`src/rtl/verify_seq_pkg.sv`:
```
// Shared types for the step-verification sequencer: vector slots, verify records and FSM states.
package verify_seq_pkg;

  localparam int WORD_W = 64;
  localparam int STEP_BITS = 8;
  localparam int BITS_W = 7;

  typedef enum logic [1:0] {
    HEX,
    BINARY,
    US_DEC,
    SIGNED_DEC
  } fmt_t;

  typedef struct packed {
    logic [WORD_W-1:0] stim;
    logic [WORD_W-1:0] er;
    logic [BITS_W-1:0] er_bits;
    fmt_t              fmt;
  } vec_t;

  typedef struct packed {
    logic [STEP_BITS-1:0] step;
    logic [WORD_W-1:0]    er;
    logic [WORD_W-1:0]    ar;
    logic [BITS_W-1:0]    er_bits;
    logic [BITS_W-1:0]    ar_bits;
    fmt_t                 fmt;
    logic                 timeout;
  } rec_t;

  typedef enum logic [1:0] {
    IDLE,
    REQ,
    EMIT,
    FIN
  } state_t;

endpackage

```
`src/rtl/verify_vec_mem.sv`:
```
// Stimulus vector store: one synchronous write port, one combinational read port, contents kept across reset.
module verify_vec_mem
  import verify_seq_pkg::*;
#(
  parameter int DEPTH = 16
) (
  input  logic                     clk,
  input  logic                     we,
  input  logic [$clog2(DEPTH)-1:0] waddr,
  input  vec_t                     wdata,
  input  logic [$clog2(DEPTH)-1:0] raddr,
  output vec_t                     rdata
);

  vec_t mem [DEPTH];

  always_ff @(posedge clk) begin
    if (we) mem[waddr] <= wdata;
  end

  assign rdata = mem[raddr];

endmodule

```
`src/rtl/verify_step_sequencer.sv`:
```
// Drives stored stimulus vectors into a DUT one step at a time and emits one verify record per step.
module verify_step_sequencer
  import verify_seq_pkg::*;
#(
  parameter int WORD    = WORD_W,
  parameter int DEPTH   = 16,
  parameter int STEP_W  = STEP_BITS,
  parameter int TIMEOUT = 255
) (
  input  logic                     clk,
  input  logic                     rst,
  input  logic                     ld_we,
  input  logic [$clog2(DEPTH)-1:0] ld_addr,
  input  vec_t                     ld_vec,
  input  logic                     start,
  input  logic [STEP_W-1:0]        num_steps,
  output logic                     dut_req,
  output logic [WORD-1:0]          dut_stim,
  input  logic                     dut_ack,
  input  logic [WORD-1:0]          dut_result,
  input  logic [BITS_W-1:0]        dut_result_bits,
  output logic                     rec_valid,
  input  logic                     rec_ready,
  output rec_t                     rec,
  output logic                     busy,
  output logic                     done
);

  localparam int AW = $clog2(DEPTH);
  localparam int WAIT_W = $clog2(TIMEOUT + 1);
  localparam logic [WAIT_W-1:0] WAIT_MAX = WAIT_W'(TIMEOUT);

  state_t              state_q, state_d;
  logic [STEP_W-1:0]   step_q, step_d;
  logic [STEP_W-1:0]   num_q, num_d;
  logic [AW-1:0]       addr_q, addr_d;
  logic [WAIT_W-1:0]   wait_q, wait_d;
  logic                req_q, req_d;
  logic [WORD-1:0]     stim_q, stim_d;
  logic                rec_valid_q, rec_valid_d;
  rec_t                rec_q, rec_d;
  logic                busy_q, busy_d;
  logic                done_q, done_d;

  logic                mem_we;
  logic [AW-1:0]       rd_addr;
  logic [AW-1:0]       addr_inc;
  vec_t                rd_vec;
  vec_t                slot;
  logic                rec_hs;
  logic                last_step;
  logic                timed_out;
  logic                enter_req;
  logic [STEP_W-1:0]   new_step;
  logic [AW-1:0]       new_addr;

  assign mem_we    = ld_we && !busy_q;
  assign addr_inc  = (addr_q == AW'(DEPTH - 1)) ? '0 : addr_q + 1'b1;
  assign rd_addr   = (state_q == IDLE) ? '0 : addr_inc;
  assign rec_hs    = rec_valid_q && rec_ready;
  assign last_step = (step_q == num_q);
  assign timed_out = (wait_q == WAIT_MAX);

  verify_vec_mem #(
    .DEPTH(DEPTH)
  ) u_mem (
    .clk  (clk),
    .we   (mem_we),
    .waddr(ld_addr),
    .wdata(ld_vec),
    .raddr(rd_addr),
    .rdata(rd_vec)
  );

  // A write landing in the same cycle as the start must be seen by step 1.
  always_comb begin
    slot = rd_vec;
    if (mem_we && (ld_addr == rd_addr)) slot = ld_vec;
  end

  always_ff @(posedge clk) begin
    if (rst) begin
      state_q     <= IDLE;
      step_q      <= '0;
      num_q       <= '0;
      addr_q      <= '0;
      wait_q      <= '0;
      req_q       <= 1'b0;
      stim_q      <= '0;
      rec_valid_q <= 1'b0;
      rec_q       <= '0;
      busy_q      <= 1'b0;
      done_q      <= 1'b0;
    end else begin
      state_q     <= state_d;
      step_q      <= step_d;
      num_q       <= num_d;
      addr_q      <= addr_d;
      wait_q      <= wait_d;
      req_q       <= req_d;
      stim_q      <= stim_d;
      rec_valid_q <= rec_valid_d;
      rec_q       <= rec_d;
      busy_q      <= busy_d;
      done_q      <= done_d;
    end
  end

  always_comb begin
    state_d = state_q;
    case (state_q)
      IDLE: if (start) state_d = (num_steps != '0) ? REQ : FIN;
      REQ:  if (dut_ack || timed_out) state_d = EMIT;
      EMIT: if (rec_hs) state_d = last_step ? FIN : REQ;
      FIN:  state_d = IDLE;
      default: state_d = IDLE;
    endcase
  end

  always_comb begin
    step_d      = step_q;
    num_d       = num_q;
    addr_d      = addr_q;
    wait_d      = wait_q;
    req_d       = req_q;
    stim_d      = stim_q;
    rec_valid_d = rec_valid_q;
    rec_d       = rec_q;
    busy_d      = busy_q;
    done_d      = 1'b0;
    enter_req   = 1'b0;
    new_step    = step_q + 1'b1;
    new_addr    = addr_inc;

    case (state_q)
      IDLE: begin
        if (start) begin
          num_d = num_steps;
          if (num_steps != '0) begin
            enter_req = 1'b1;
            new_step  = STEP_W'(1);
            new_addr  = '0;
          end else begin
            done_d = 1'b1;
          end
        end
      end
      REQ: begin
        wait_d = wait_q + 1'b1;
        if (dut_ack) begin
          req_d         = 1'b0;
          rec_valid_d   = 1'b1;
          rec_d.ar      = dut_result;
          rec_d.ar_bits = dut_result_bits;
          rec_d.timeout = 1'b0;
        end else if (timed_out) begin
          req_d         = 1'b0;
          rec_valid_d   = 1'b1;
          rec_d.ar      = '0;
          rec_d.ar_bits = '0;
          rec_d.timeout = 1'b1;
        end
      end
      EMIT: begin
        if (rec_hs) begin
          rec_valid_d = 1'b0;
          if (last_step) begin
            busy_d = 1'b0;
            done_d = 1'b1;
          end else begin
            enter_req = 1'b1;
          end
        end
      end
      default: ;
    endcase

    // Every step begins by latching the slot so stimulus and record stay stable for the whole step.
    if (enter_req) begin
      step_d        = new_step;
      addr_d        = new_addr;
      wait_d        = '0;
      req_d         = 1'b1;
      busy_d        = 1'b1;
      stim_d        = slot.stim;
      rec_d.step    = new_step;
      rec_d.er      = slot.er;
      rec_d.er_bits = slot.er_bits;
      rec_d.fmt     = slot.fmt;
      rec_d.ar      = '0;
      rec_d.ar_bits = '0;
      rec_d.timeout = 1'b0;
    end
  end

  assign dut_req   = req_q;
  assign dut_stim  = stim_q;
  assign rec_valid = rec_valid_q;
  assign rec       = rec_q;
  assign busy      = busy_q;
  assign done      = done_q;

endmodule

```
`config.mk`:
```
export PLATFORM = sky130hd
export DESIGN_NAME = verify_step_sequencer
export DESIGN_NICKNAME = d
export VERILOG_FILES = /design/src/rtl/verify_seq_pkg.sv /design/src/rtl/verify_vec_mem.sv /design/src/rtl/verify_step_sequencer.sv
export SDC_FILE = /design/constraint.sdc
export NUM_CORES = 2
export LEC_CHECK = 0
export CORE_ASPECT_RATIO = 0.5
export CORE_MARGIN = 2
export CORE_UTILIZATION = 62
export DETAILED_ROUTE_END_ITERATION = 12
export PLACE_DENSITY = 0.84
export SLEW_MARGIN = 10
export SYNTH_ARGS = -nofsm -noshare
export SYNTH_HDL_FRONTEND = slang
export SYNTH_HIERARCHICAL = 1
export SYNTH_SLANG_ARGS = --single-unit
```
`constraint.sdc`:
```
create_clock -name clk -period 44.4 [get_ports clk]
set_input_delay 13.32 -clock clk [delete_from_list [all_inputs] [get_ports clk]]
set_output_delay 13.32 -clock clk [all_outputs]
set_load 0.05 [all_outputs]
```
==> results.toml <==
[run_status]
status = "finished, final reports clean"

[sta]
fmax_mhz = 58.3
setup_viol = 0
fin_worst_skew_ps = 48.6
finalSetupTns_ps = 0
whs_ps = 464
relSlewSlack_pct = 14.5
hold_viol = 0
rsz0062_at_grt = "false"
fin_ws_ps = 27240
period_needed_ps = 17160
drv_slew = 0
fin_crit_sh_pct = 38.6
worst_slew_pin_slew_ps = 1280

[grt]
grt.overflow.total = 0
grt_usage_pct = 33.1
grt_pass1_vias = 51600
grt_max_degree = 150
antenna_found_initial = 26
grt_pass1_wl_mm = 362

[worst_hold_path]
min-delay-start = "rec[119]$_SDFFE_PP0P_"
hp-class = "reg -> reg"
whs_endpoint = "rec[119]$_SDFFE_PP0P_"
min_path_cells = 1

[pwr]
leakage_uw = 0.0332
power.density_nw_per_um2 = 45.2
ir_worst_vdd_v = 0.0000486

[cts]
tritoncts_num_sinks = 2435
cts_tree = "yes"
post_cts_resized = 0
cts-root-buf = "clkbuf_16"
clkLatencyLatePin_ps = 850
postCtsSetupBuffers = 0
clk_pin_slew_ps = 70
cts-buffers-inserted = 192
htree_levels = 4
holdBufCountCts = 0
cts_max_path_buffers = 3

[layout]
layout-drive-gt1-share_pct = 20.0
areaGrowthSynthToFinish_pct = 14.0
finalNetCount = 5030
fill_cells = 7374

[worst_setup_path]
required_ps = 44870
rrSetupSlack_ps = 38050
r2r_end = "rec[110]$_SDFFE_PP0P_"
r2r_start = "addr_q[0]$_SDFFE_PP0P_"
critical_path_peak_fanout = 55
cp.arrival_ps = 17630
r2r.worst_path.cells = 12
crit_path_start_kind = "input port"
worst_setup_path_end_kind = "flip-flop"
crit_type = "in -> reg"

[floorplan]
io_pins = 447
die_area_um2 = 152000
core-area_um2 = 147000
die_width_um = 549
start_util_pct = 62.8
die_y_um = 276
rows = 99

[logic_synthesis]
synth.avg_cell_area_um2 = 21.2
ys_ff_latch = 2435
synth_cells = 4348
ys_seq_area_share_pct = 76.8
synth.top_cell.area_share_pct = 71.5
synthArstFlopShare_pct = 0
synth_edf_count = 2192
syn_nets = 4577
yosysWarnings = 6
ys_top_cells_by_area = "edfxtp_1 72%, mux4_2 12%, dfxtp_1 5.3%, a22oi_1 2.5%, mux2i_1 1.8%"
synth_flop_cell = "edfxtp_1"
yosysTopAreaCell = "edfxtp_1"
synth_cell_types = 57
syn_area_um2 = 92100

[placement]
post-place-ws_ps = 26610
io_buffers = 446
finalWeightedCongestion = 0.858
dp_hpwl_mm = 121

[routing]
initialDrtViolationCount = 8856
vias_per_cell = 7.22
wirelength_mm = 249
vias = 50200
post_drt_wl_per_cell_um = 35.8
drc = 0
drtPass1Iterations = 5
postRouteAntennaNets = 0

[job]
drv_cap = 0
## cell usage in the layout, fill, tap and decap left out, types with 16 or more instances in the layout
cell / Yosys / layout
nor2b_1: 36 / 32
nand2_1: 122 / 122
nor2_4: 3 / 17
nor2_1: 113 / 99
edfxtp_1: 2192 / 2192
a22oi_1: 303 / 303
o221ai_1: 25 / 25
dfxtp_1: 243 / 243
mux2_2: 73 / 73
nand2b_1: 18 / 17
o21ai_0: 25 / 25
clkdlybuf4s50_1: 0 / 446
mux2i_1: 162 / 162
mux4_2: 510 / 510
clkinv_2: 0 / 33
clkinv_1: 0 / 30
bufinv_16: 0 / 19
xor2_1: 21 / 21
clkbuf_1: 88 / 45
diode_2: 0 / 16
buf_4: 51 / 72
o2bb2ai_1: 137 / 137
clkbuf_16: 0 / 194
## cell usage after synthesis (4+ instances only)
cell / number
and3_1: 4
o2bb2ai_1: 137
a21oi_1: 13
o22a_1: 4
o221ai_1: 25
mux2_2: 73
nand4_1: 4
o21ai_0: 25
mux4_2: 510
nand2b_1: 18
nand2_1: 122
buf_4: 51
a221oi_1: 13
mux2i_1: 162
a22oi_1: 303
clkbuf_1: 88
buf_6: 15
buf_1: 7
xnor2_1: 7
nor2_1: 113
edfxtp_1: 2192
buf_2: 107
nor3_1: 6
and2_1: 8
nor2b_1: 36
xor2_1: 21
dfxtp_1: 243
## flip-flops by register name, summed over array words and instances, names as in the netlist
register / count
u_mem/mem: 2192
rec: 153
num_q: 8
addr_q: 4
wait_q: 8
busy: 1
dut_req: 1
state_q: 2
rec_valid: 1
done: 1
dut_stim: 64
## metal layers
metal	global-route usage [%]	routed length, um	share of wire, %	vias up
met5	0	69	0.028	-
met4	15.8	12200	4.9	10
met3	7.27	32000	13	821
met2	53.2	122000	49	4873
met1	43.6	82600	33	25400
li1	-	-	-	19100
## per-stage QoR
stage | total power [uW] | cells | cell area, um2 | utilization, %
after global placement | 2970 | 6576 | 98400 | 67.2
after CTS | 4750 | 6938 | 105000 | 71.6
final | 4740 | 6954 | 105000 | 71.6
after detailed placement | 2980 | 6576 | 98400 | 67.2
after floorplan | 2850 | 4348 | 92100 | -
after global routing | 4840 | 6954 | 105000 | 71.6
## cell type report
| cell class | count | area [um2] | area share, % |
|---|---|---|---|
| inverter | 2 | 15.0 | 0.0143 |
| multi-input combinational | 1643 | 20100 | 19.1 |
| clock inverter | 110 | 1230 | 1.17 |
| clock buffer | 252 | 5200 | 4.96 |
| timing repair buffer | 527 | 5180 | 4.94 |
| tap | 1969 | 2460 | 2.35 |
| sequential | 2435 | 70700 | 67.4 |
| antenna | 16 | 40.0 | 0.0382 |
## worst max-delay path, cell delays in order
cell	delay, ps
clkdlybuf4s50_1	490
nor2b_1	480
nand3b_1	440
nor2_4	210
buf_4	760
buf_4	1000
buf_4	670
## power breakdown
group / leakage, uW / total, uW / internal (uW) / switching, uW
logic: 0.00836 / 393 / 158 / 235
clock network: 0.00313 / 1790 / 948 / 843
registers: 0.0218 / 2560 / 2530 / 22.2
## cells by family (layout without fill, tap and decap cells)
group	count (synthesis)	in the layout	synth area share, %
flops	2435	2435	76.8
mux	745	745	15.1
compound gates	536	536	4.53
simple gates	331	331	1.66
buf+inv	270	891	1.58
xor+xnor	28	28	0.266
fa+ha+maj	3	3	0.0408
other cells	0	16	0
## worst max path at each step
| stage | from | slack (ps) | depth (start not counted) | endpoint |
|---|---|---|---|---|
| after global routing | ld_we | 27250 | 7 | u_mem/mem[14][40]$_DFFE_PP_ |
| after global placement | ld_we | 26740 | 7 | u_mem/mem[4][68]$_DFFE_PP_ |
| after detailed placement | ld_we | 26610 | 7 | u_mem/mem[4][56]$_DFFE_PP_ |
| final | ld_we | 27240 | 7 | u_mem/mem[10][7]$_DFFE_PP_ |
| after CTS | ld_we | 27440 | 7 | u_mem/mem[4][91]$_DFFE_PP_ |
| after floorplan | ld_we | 20300 | 3 | u_mem/mem[0][0]$_DFFE_PP_ |
(Power assumes the default switching activity.)
